$ cat src/rtl/fat_sector_buffer_reader_pkg.sv
// Shared types and constants for the FAT sector buffer drain path.
// Holds the FSM encoding, one-hot half codes and the byte nibble-swap helper.
package fat_sector_buffer_reader_pkg;

  typedef enum logic [2:0] {
    ST_IDLE      = 3'd0,
    ST_REQ       = 3'd1,
    ST_RD_ADDR   = 3'd2,
    ST_RD_WAIT   = 3'd3,
    ST_EMIT      = 3'd4,
    ST_HALF_DONE = 3'd5
  } state_t;

  localparam logic [1:0] HALF_LO = 2'b01;
  localparam logic [1:0] HALF_HI = 2'b10;

  localparam int SECTOR_WORDS = 128;

  function automatic logic [7:0] nibble_swap(input logic [7:0] b);
    return {b[3:0], b[7:4]};
  endfunction

  function automatic logic [1:0] half_onehot(input logic half);
    return half ? HALF_HI : HALF_LO;
  endfunction

endpackage

$ cat src/rtl/fat_sector_buffer_reader_unpacker.sv
// Combinational byte-lane select of a 32-bit RAM word, little-endian lane order,
// with optional nibble swap to undo the constructor's packing.
module fat_word_unpacker
  import fat_sector_buffer_reader_pkg::*;
#(
  parameter bit SWAP_NIBBLES = 1'b1
) (
  input  logic [31:0] word,
  input  logic [1:0]  lane,
  output logic [7:0]  data
);

  logic [7:0] raw;

  always_comb begin
    raw = word[7:0];
    case (lane)
      2'd0: raw = word[7:0];
      2'd1: raw = word[15:8];
      2'd2: raw = word[23:16];
      2'd3: raw = word[31:24];
      default: raw = word[7:0];
    endcase
  end

  assign data = SWAP_NIBBLES ? nibble_swap(raw) : raw;

endmodule

$ cat src/rtl/fat_sector_buffer_reader.sv
// Drains one 128-word half of the sector ping-pong RAM as 512 LE bytes, then requests the other half.
// First byte 3 cycles after the half is granted, >= 6 cycles per word; DATA_READY low freezes the current byte.
module fat_sector_buffer_reader
  import fat_sector_buffer_reader_pkg::*;
#(
  parameter int WORDS_PER_HALF = SECTOR_WORDS,
  parameter int ADDR_W         = 8,
  parameter bit SWAP_NIBBLES   = 1'b1
) (
  input  logic              CLK,
  input  logic              RST,
  input  logic              ENA,
  output logic              RENA_SR,
  output logic [ADDR_W-1:0] RADDR_SR,
  input  logic [31:0]       OUTPUT_SR,
  input  logic [1:0]        BUFREADY,
  output logic [1:0]        BUFWAITING,
  output logic [7:0]        DATA_OUT,
  output logic              DATA_VALID,
  input  logic              DATA_READY,
  output logic              SECTOR_START,
  output logic              SECTOR_END,
  output logic [15:0]       SECTOR_COUNT
);

  localparam int WORD_W = ADDR_W - 1;
  localparam logic [WORD_W-1:0] LAST_WORD = WORD_W'(WORDS_PER_HALF - 1);

  state_t            state;
  state_t            state_nxt;
  logic              half;
  logic [WORD_W-1:0] word;
  logic [1:0]        lane;
  logic [31:0]       hold;
  logic [15:0]       count;
  logic [1:0]        waiting;
  logic [7:0]        lane_byte;
  logic              clear;
  logic              emit_last;

  assign clear     = RST || !ENA;
  assign emit_last = DATA_READY && (lane == 2'd3);

  always_ff @(posedge CLK) begin
    if (clear) begin
      state <= ST_IDLE;
    end else begin
      state <= state_nxt;
    end
  end

  always_comb begin
    state_nxt = state;
    case (state)
      ST_IDLE:      if (ENA) state_nxt = ST_REQ;
      // Only an exact match of the requested half releases the read; 00, 11 or the wrong half all wait.
      ST_REQ:       if (BUFREADY == waiting) state_nxt = ST_RD_ADDR;
      ST_RD_ADDR:   state_nxt = ST_RD_WAIT;
      ST_RD_WAIT:   state_nxt = ST_EMIT;
      ST_EMIT: begin
        if (emit_last) begin
          state_nxt = (word == LAST_WORD) ? ST_HALF_DONE : ST_RD_ADDR;
        end
      end
      ST_HALF_DONE: state_nxt = ST_REQ;
      default:      state_nxt = ST_IDLE;
    endcase
  end

  always_ff @(posedge CLK) begin
    if (clear) begin
      half    <= 1'b0;
      word    <= '0;
      lane    <= '0;
      hold    <= '0;
      count   <= '0;
      waiting <= '0;
    end else begin
      // The request is refreshed only on entry to REQ, so it stays stable for the whole read.
      if (state_nxt == ST_REQ && state != ST_REQ) begin
        waiting <= half_onehot((state == ST_HALF_DONE) ? ~half : half);
      end
      case (state)
        ST_RD_WAIT: begin
          hold <= OUTPUT_SR;
          lane <= '0;
        end
        ST_EMIT: begin
          if (DATA_READY) begin
            lane <= lane + 2'd1;
            if (lane == 2'd3 && word != LAST_WORD) begin
              word <= word + WORD_W'(1);
            end
          end
        end
        ST_HALF_DONE: begin
          count <= count + 16'd1;
          half  <= ~half;
          word  <= '0;
        end
        default: ;
      endcase
    end
  end

  fat_word_unpacker #(
    .SWAP_NIBBLES(SWAP_NIBBLES)
  ) u_unpacker (
    .word(hold),
    .lane(lane),
    .data(lane_byte)
  );

  assign RENA_SR      = (state == ST_RD_ADDR);
  assign RADDR_SR     = RENA_SR ? {half, word} : '0;
  assign DATA_VALID   = (state == ST_EMIT);
  assign DATA_OUT     = DATA_VALID ? lane_byte : 8'h00;
  assign BUFWAITING   = waiting;
  assign SECTOR_COUNT = count;
  assign SECTOR_START = DATA_VALID && (word == '0) && (lane == 2'd0);
  assign SECTOR_END   = DATA_VALID && (word == LAST_WORD) && (lane == 2'd3);

endmodule
$ cat config.mk
export PLATFORM = sky130hd
export DESIGN_NAME = fat_sector_buffer_reader
export DESIGN_NICKNAME = d
export VERILOG_FILES = /design/src/rtl/fat_sector_buffer_reader_pkg.sv /design/src/rtl/fat_sector_buffer_reader_unpacker.sv /design/src/rtl/fat_sector_buffer_reader.sv
export SDC_FILE = /design/constraint.sdc
export NUM_CORES = 1
export LEC_CHECK = 0
export BUFFER_PORTS_ARGS = -buffer_cell sky130_fd_sc_hd__buf_2
export CAP_MARGIN = 20
export CORE_UTILIZATION = 53
export DETAILED_ROUTE_END_ITERATION = 10
export GPL_TIMING_DRIVEN = 1
export PLACE_DENSITY = 0.82
export SKIP_LAST_GASP = 1
export SYNTH_ARGS = -nofsm -noshare
export SYNTH_HDL_FRONTEND = slang
export SYNTH_HIERARCHICAL = 1
export SYNTH_SLANG_ARGS = --single-unit
export TNS_END_PERCENT = 50
$ cat constraint.sdc
create_clock -name CLK -period 2.6 [get_ports CLK]
set_clock_uncertainty 0.15 [all_clocks]
set_input_delay 0.52 -clock CLK [delete_from_list [all_inputs] [get_ports CLK]]
set_output_delay 0.52 -clock CLK [all_outputs]
set_load 0.03 [all_outputs]
==> results of run 1 <==
[placed cells by master (no fill, tap or decap), drive strengths merged, types with 2 or more instances in the layout]
cell type,count
bufinv,4
mux4,8
o31ai,2
inv,7
and3,12
nand4,4
mux2i,2
clkbuf,9
and4,2
nor2,25
dfxtp,63
buf,84
a21oi,46
xor2,6
or4,2
nand2b,3
nand3,13
nor3,4
or3,5
ha,5
clkinvlp,2
nand4b,2
and2,9
a31o,4
nand2,78
xnor2,6
nor4,2
a211oi,2
o21ai,7
a31oi,3
[power breakdown]
group	switching, mW	internal [mW]
sequential	0.00520	0.967
clock	0.404	0.737
combinational	0.0420	0.0350
total	0.451	1.74
[metrics by stage]
stage / cell area [um2] / hold WS, ps
5_1_grt: 3680 / 255
4_1_cts: 3680 / 243
6_report: 3680 / 255
3_5_place_dp: 3410 / 297
3_3_place_gp: 3410 / 290
2_1_floorplan: 2960 / 283
[sequential cells by signal (all words and copies together), names as in the netlist]
| register | flops |
|---|---|
| word | 7 |
| hold | 32 |
| state | 3 |
| lane | 2 |
| half | 1 |
| SECTOR_COUNT | 16 |
| BUFWAITING | 2 |
[cell usage after synthesis, drive strengths merged]
cell,number
clkbuf,19
nor4,2
nor2b,1
o21ai,7
and3,12
inv,6
buf,3
or4,2
dfxtp,63
mux4,8
a31o,4
nand2,78
o221ai,1
nand4b,2
a32oi,1
nand3,13
nor2,25
and2b,1
a31oi,3
and4,2
and2,9
or3,5
a21o,1
nand2b,3
or3b,1
and3b,1
a21oi,46
ha,5
mux2i,2
xor2,6
xnor2,6
a311oi,1
o31ai,2
nand4,4
and4b,1
nor3,4
nor3b,1
a211oi,2
nand3b,1
o21a,1
[logic make-up after synthesis]
family          synth area share
simple gates               0.276
compound gates             0.132
mux                       0.0678
buf+inv                   0.0398
xor+xnor                  0.0356
flops                      0.427
fa+ha+maj                 0.0212
[worst paths after layout]
kind / start / endpoint / cells after the start
worst min-delay path: OUTPUT_SR[21] / hold[21] / 3
worst min register to register: hold[26] / hold[26] / 2
worst max register to register: lane[0] / word[5] / 6
worst max-delay path: word[0] / SECTOR_END / 5
[routing by layer]
metal / track usage / vias up / part of all wire
met2: 0.396 / 88 / 0.48
met3: 0.0443 / 12 / 0.047
li1: - / 1376 / -
met1: 0.330 / 1302 / 0.45
met4: 0.113 / 0 / 0.016
met5: 0 / - / 0
[layout make-up]
cell class,count,area (um2),area share
Inverter,6,22.5,0.00612
Clock buffer,9,124,0.0337
Timing Repair Buffer,84,455,0.124
Clock inverter,7,144,0.0391
Tap cell,70,87.6,0.0238
Multi-Input combinational cell,264,1580,0.430
Sequential cell,63,1260,0.343
[critical path: cells and delay by family, from the launching register on]
kind	cells	cell delay, ps
fa+ha+maj	1	250
buf+inv	1	200
flops	1	400
simple gates	3	640
==> flow_summary.yaml, run 1 <==
run_status:
  status: "finished clean"
die:
  initial_core_util: 0.564
  die_w_um: 76.6
  core_mm2: 0.00524
  io-pin-count: 76
  die_area_mm2: 0.00587
  die_h_um: 76.6
  rows: 26
route:
  first_pass_iters: 4
  wl_per_cell_um: 13.8
  ant_nets: 0
  drc_errors: 0
  drt_iter0_drc: 157
  viasPerCell: 5.52
  wl_mm: 6.94
  via_count: 2778
global_routing:
  grt_pass1_vias: 2520
  grt_pass1_wl_mm: 11.6
  track_usage: 0.249
  overflow: 0
  grt_max_degree: 35
  antenna_found_initial: 0
placement:
  pre_cts_slack_ps: 505
  dp.cells: 487
  dp_hpwl_mm: 4.85
  finalWeightedCongestion: 0.818
  numPortBuffers: 75
logic_synthesis:
  synth_top_area_frac: 0.427
  ys_warn_count: 6
  synthTopCellsByArea: "dfxtp_1, nand2_1, a21oi_1"
  synth_top_area_cell: "dfxtp_1"
  syn-num-nets: 398
  ys_types: 44
  yosys_register_bits: 63
  synth_area_mm2: 0.00295
  synth_cells: 355
  ys_seq_area_frac: 0.427
  syn-mean-instance-area_um2: 8.32
cts:
  cts_made_buffers: 9
  cts_setup_buffers: 0
  cts_num_sinks: 63
  cts_tree: "done"
  hold_buffers: 0
  postCtsResizedCells: 0
  cts_htree_levels: 3
  clkTransAtPathRegs_ps: 70
  clock_path_buffers: 2
  clk_latency_ps: 340
  cts_root_buf: "clkbuf_8"
critical_path:
  r2r_slack_ps: 490
  crit_fanout: 5
  path_cells: "ha_1 -> and4_1 -> and3_1 -> and3_1 -> buf_2"
  required_ps: 1930
  crit_arrival_ps: 1820
  slowest_delay_ps: 400
  crit_type: "reg2out"
  crit_slowest_cell: "dfxtp_1"
  cp-end-kind: "output pin"
  cp_common_cell: "and3_1"
  worst_setup_path_start_kind: "flip-flop"
timing:
  fmax_ghz: 0.402
  layout_min_cycle_time_ps: 2490
  report.final.setup_viol: 0
  rsz0062_at_grt: "no"
  setup_ws_ps: 112
  finalSetupTns_ps: 0
  max_slew.worst_pin.slew_ps: 666
  slew_violations: 0
  max_slew_margin: 0.556
  fin_crit_sh: 0.957
  hold_viol_final: 0
power:
  ir_worst_vdd_mv: 0.502
  p_leak_nw: 1.49
  power_density_mw_per_mm2: 595
  fin_total_pwr_mw: 2.19
cells_and_area:
  diodes: 0
  utilization: 0.702
  areaGrowthSynthToFinish_pct: 24.5
  final_layout_size_suffix_gt1_frac: 0.270
  final_cells: 503
  fillers: 399
  finish.net_count: 471
worst_hold_path:
  hp-class: "in2reg"
run:
  cap_violations: 0
Note: power is estimated with default switching activity, not from simulation.
==> run 2: changes to the inputs <==
--- a/config.mk
+++ b/config.mk
@@ -10,7 +10,7 @@
 export CORE_UTILIZATION = 53
 export DETAILED_ROUTE_END_ITERATION = 10
 export GPL_TIMING_DRIVEN = 1
-export PLACE_DENSITY = 0.82
+export PLACE_DENSITY = 0.77
 export SKIP_LAST_GASP = 1
 export SYNTH_ARGS = -nofsm -noshare
 export SYNTH_HDL_FRONTEND = slang
==> run 2 against run 1 <==
Compared with the run above:
- register-to-register slack hardly changed
- first-iteration DRC count is 5.1% lower
- combinational power shrank 2.6%
- non-clock buffer count is 1 higher
- critical path depth is the same
- setup slack got worse by 28 ps
==> flow_summary.yaml, run 2 (synthesis gave the netlist of run 1 again) <==
run_status:
  status: "finished clean"
cts:
  clk_latency_ps: 350
  cts_made_buffers: 9
  clkTransAtPathRegs_ps: 70
  hold_buffers: 0
  cts_root_buf: "clkbuf_8"
  cts_tree: "done"
  cts_htree_levels: 3
  cts_num_sinks: 63
  clock_path_buffers: 2
  cts_setup_buffers: 0
timing:
  finalSetupTns_ps: 0
  fmax_ghz: 0.397
  report.final.setup_viol: 0
  fin_crit_sh: 0.968
  hold_viol_final: 0
  max_slew.worst_pin.slew_ps: 723
  max_slew_margin: 0.518
  rsz0062_at_grt: "no"
  layout_min_cycle_time_ps: 2520
  slew_violations: 0
die:
  die_h_um: 76.6
  io-pin-count: 76
  initial_core_util: 0.564
  die_w_um: 76.6
  rows: 26
  core_mm2: 0.00524
  die_area_mm2: 0.00587
route:
  drc_errors: 0
  ant_nets: 0
  wl_per_cell_um: 13.8
  first_pass_iters: 4
  viasPerCell: 5.43
  via_count: 2736
  wl_mm: 6.95
  drt_iter0_drc: 149
cells_and_area:
  final_layout_size_suffix_gt1_frac: 0.276
  diodes: 0
  areaGrowthSynthToFinish_pct: 23.3
  largest_reg_flops: 32
  final_common_cell: "nand2_1"
  fillers: 449
  finish.net_count: 472
  final_cell_mix: "nand2_1, buf_2, dfxtp_1, a21oi_1, nor2_1"
  utilization: 0.695
  top_register: "hold"
global_routing:
  overflow: 0
  grt_pass1_vias: 2438
  track_usage: 0.249
  grt_pass1_wl_mm: 11.6
  grt_max_degree: 37
  antenna_found_initial: 0
critical_path:
  path_cells: "ha_2 -> and4_1 -> and3_1 -> and3_1 -> buf_2"
  r2r-end: "word[5]"
  slowest_delay_ps: 410
  crit_arrival_ps: 1850
  required_ps: 1930
  cp_common_cell: "and3_1"
  critPathTopFamily: "simple AND/OR/NAND/NOR gates"
  worst-r2r-cell-count: 6
  crit_type: "reg2out"
  worst_setup_path_start_kind: "flip-flop"
  critPathBufInv: 1
  cp-end-kind: "output pin"
  crit_slowest_cell: "dfxtp_1"
  crit_fanout: 5
  r2r_slack_ps: 500
  r2r-start: "lane[0]"
power:
  ir_worst_vdd_mv: 0.471
  power_density_mw_per_mm2: 558
  p_leak_nw: 1.49
placement:
  numPortBuffers: 75
  finalWeightedCongestion: 0.889
  dp_hpwl_mm: 4.81
worst_hold_path:
  hp-class: "in2reg"
  worstHoldStart: "OUTPUT_SR[7]"
  whs_path_depth: 3
  min_delay_worst_endpoint: "hold[7]"
run:
  cap_violations: 0
## run 2: cell count changes in the layout (fill, tap and decap cells not counted)
cell | previous run | this run
buf_4 | 8 | 10
bufinv_16 | 4 | 2
clkbuf_8 | 9 | 11
clkinv_2 | 0 | 2
clkinvlp_4 | 2 | 0
buf_12 | 1 | 0
ha_1 | 5 | 4
ha_2 | 0 | 1
nor3b_1 | 1 | 0
nor3b_2 | 0 | 1
## run 2: metal layers
layer / vias to the layer above / part of all wire / track usage
met2: 77 / 0.47 / 0.380
met1: 1263 / 0.45 / 0.329
met4: 0 / 0.024 / 0.0923
met5: - / 0 / 0
li1: 1380 / - / -
met3: 16 / 0.048 / 0.0790
## run 2: area by class of cell
class / instances / area, um2 / share of cell area
clock buffer: 11 / 151 / 0.0416
inverter: 6 / 22.5 / 0.00618
clock inverter: 5 / 78.8 / 0.0216
timing repair buffer: 85 / 450 / 0.124
multi-input combinational: 264 / 1590 / 0.437
sequential: 63 / 1260 / 0.346
tap: 70 / 87.6 / 0.0240
## run 2: worst max-delay path by stage
stage              from     endpoint  slack [ps]  cells after the start
2_1_floorplan  state[1]  DATA_OUT[0]         170                      4
3_3_place_gp    word[0]   SECTOR_END         540                      5
3_5_place_dp    word[0]   SECTOR_END         470                      5
4_1_cts         word[0]   SECTOR_END          90                      5
5_1_grt         word[1]   SECTOR_END          20                      5
6_report        word[0]   SECTOR_END          80                      5
## run 2: per-stage QoR
stage                     setup slack, ps  hold WS [ps]  area (um2)  instances  power [mW]
after global routing                 24.8           251        3640        504        2.09
after global placement                538           289        3410        488        1.07
after CTS                            88.2           244        3640        504        2.05
final                                83.8           246        3640        504        2.03
after floorplan                       171           283        2960        355        1.03
after detailed placement              467           297        3410        488        1.07
## run 2: power breakdown
group | internal [mW] | switching (mW)
combinational | 0.0340 | 0.0411
clock | 0.592 | 0.395
sequential | 0.967 | 0.00503
## run 2: timing repair
| action | in CTS | in global routing |
|---|---|---|
| gates resized for setup | 0 | 1 |
| endpoints found under the setup margin | 0 | 1 |
| hold endpoints to repair | 0 | 0 |
## run 2: tightest hold or removal path, stage by stage
cell and delay (ps):
buf_2 90, nand2_1 40, a21oi_1 50
==> run 3: changes to the inputs <==
--- a/config.mk
+++ b/config.mk
@@ -7,10 +7,10 @@
 export LEC_CHECK = 0
 export BUFFER_PORTS_ARGS = -buffer_cell sky130_fd_sc_hd__buf_2
 export CAP_MARGIN = 20
-export CORE_UTILIZATION = 53
+export CORE_UTILIZATION = 49
 export DETAILED_ROUTE_END_ITERATION = 10
 export GPL_TIMING_DRIVEN = 1
-export PLACE_DENSITY = 0.77
+export PLACE_DENSITY = 0.72
 export SKIP_LAST_GASP = 1
 export SYNTH_ARGS = -nofsm -noshare
 export SYNTH_HDL_FRONTEND = slang
==> run 3 against run 2 <==
Compared with the run above:
- sequential power about the same
- largest power group is now sequential cells
- combinational power decreased by 0.8%
- via count up 1.2%
- sequential share of layout area increased by 0.24 points
- wire length grew 0.96%
==> flow_summary.yaml, run 3 (synthesis gave the netlist of run 1 again) <==
critical_path:
  cp-end-kind: "output pin"
  worst_setup_path_start_kind: "flip-flop"
  crit_type: "reg2out"
  r2r_slack_ps: 490
  crit_slowest_cell: "dfxtp_1"
  r2r-end: "word[5]"
  crit_arrival_ps: 1820
  slowest_delay_ps: 390
  worst-r2r-cell-count: 6
  critPathTopFamily: "simple AND/OR/NAND/NOR gates"
  required_ps: 1930
  crit_fanout: 5
  cp_common_cell: "and3_1"
  path_cells: "ha_1 -> and4_1 -> and3_1 -> and3_1 -> buf_2"
  r2r-start: "lane[0]"
  critPathBufInv: 1
worst_hold_path:
  whs_path_depth: 3
  worstHoldStart: "OUTPUT_SR[4]"
  min_delay_worst_endpoint: "hold[4]"
  hp-class: "in2reg"
cts:
  clk_latency_ps: 340
  clock_path_buffers: 2
  cts_num_sinks: 63
  cts_root_buf: "clkbuf_8"
  cts_tree: "done"
  cts_setup_buffers: 0
  cts_made_buffers: 9
  clkTransAtPathRegs_ps: 70
  hold_buffers: 0
  postCtsResizedCells: 0
  cts_htree_levels: 3
die:
  die_h_um: 79.6
  die_area_mm2: 0.00634
  rows: 27
  die_w_um: 79.6
  core_mm2: 0.00564
  initial_core_util: 0.523
  io-pin-count: 76
power:
  fin_total_pwr_mw: 1.91
  sw_frac_of_total: 0.219
  power_density_mw_per_mm2: 527
  p_leak_nw: 1.48
  ir_worst_vdd_mv: 0.429
  pwr-share-comb: 0.039
  p_int_mw: 1.49
  p_switching_mw: 0.418
  power_frac_seq: 0.510
  clockPowerShare: 0.451
cells_and_area:
  largest_reg_flops: 32
  final_common_cell: "nand2_1"
  finish.net_count: 473
  diodes: 0
  fillers: 499
  final_layout_size_suffix_gt1_frac: 0.272
  final_cell_mix: "nand2_1, buf_2, dfxtp_1, a21oi_1, nor2_1"
  top_register: "hold"
  final_cells: 506
  areaGrowthSynthToFinish_pct: 22.5
route:
  ant_nets: 0
  viasPerCell: 5.47
  wl_per_cell_um: 13.9
  first_pass_iters: 4
  wl_mm: 7.02
  drt_iter0_drc: 149
  via_count: 2768
  drc_errors: 0
global_routing:
  track_usage: 0.235
  grt_pass1_vias: 2469
  grt_max_degree: 34
  overflow: 0
  grt_pass1_wl_mm: 11.4
  antenna_found_initial: 0
timing:
  fmax_ghz: 0.401
  finalSetupTns_ps: 0
  max_slew_margin: 0.533
  report.final.setup_viol: 0
  setup_ws_ps: 109
  layout_min_cycle_time_ps: 2490
  slew_violations: 0
  fin_crit_sh: 0.958
  hold_viol_final: 0
  rsz0062_at_grt: "no"
  max_slew.worst_pin.slew_ps: 701
placement:
  numPortBuffers: 75
  pre_cts_slack_ps: 493
  dp_hpwl_mm: 4.85
  finalWeightedCongestion: 0.900
  dp.cells: 491
run_status:
  status: "finished clean"
run:
  cap_violations: 0
run 3: changes by cell type in the layout (fill, tap and decap cells not counted):
cell	change
buf_4	+1
bufinv_16	-1
clkbuf_1	+1
clkinv_2	-1
clkinvlp_4	+1
ha_1	+1
ha_2	-1
inv_6	-1
run 3: worst max path at each step:
stage	from	slack [ps]	to	cells past startpoint
6_report	word[0]	110	SECTOR_END	5
3_3_place_gp	word[0]	540	SECTOR_END	5
5_1_grt	word[0]	10	SECTOR_END	5
3_5_place_dp	word[0]	490	SECTOR_END	5
4_1_cts	word[0]	110	SECTOR_END	5
2_1_floorplan	state[1]	170	DATA_OUT[0]	4
run 3: through the flow:
stage | hold WS, ps | cell area (um2) | util
floorplan | 283 | 2960 | -
global placement | 288 | 3420 | 0.606
detailed placement | 297 | 3420 | 0.606
CTS | 255 | 3620 | 0.641
global route | 266 | 3620 | 0.641
finish | 260 | 3620 | 0.641
run 3: metal layers:
layer / part of all wire / vias to the layer above / global-route usage / routed length, um
met5: 0 / - / 0 / 0
met4: 0.014 / 0 / 0.0818 / 99
met3: 0.053 / 11 / 0.0594 / 370
met2: 0.46 / 77 / 0.364 / 3250
met1: 0.47 / 1296 / 0.317 / 3300
li1: - / 1384 / - / -
run 3: layout make-up:
class | instances | area [um2] | share of cell area
Multi-Input combinational cell | 264 | 1590 | 0.439
Clock buffer | 12 | 155 | 0.0429
Tap cell | 72 | 90.1 | 0.0249
Inverter | 6 | 22.5 | 0.00623
Clock inverter | 3 | 42.5 | 0.0118
Timing Repair Buffer | 86 | 458 | 0.127
Sequential cell | 63 | 1260 | 0.349
run 3: power by group through the flow:
stage	combinational, mW	sequential, mW	clock (mW)
after global placement	0.0742	0.994	0
after floorplan	0.0340	0.994	0
after global routing	0.0821	0.972	0.917
after detailed placement	0.0740	0.995	0
after CTS	0.0743	0.973	0.871
final	0.0744	0.973	0.860
run 3: worst reg2reg max path, delay by kind of cell (launching register included):
| family | cells | cell delay [ps] |
|---|---|---|
| buffers and inverters | 1 | 180 |
| AOI/OAI and AO/OA | 2 | 450 |
| and+or+nand+nor | 2 | 740 |
| adders and majority gates | 1 | 190 |
| DFF | 1 | 350 |
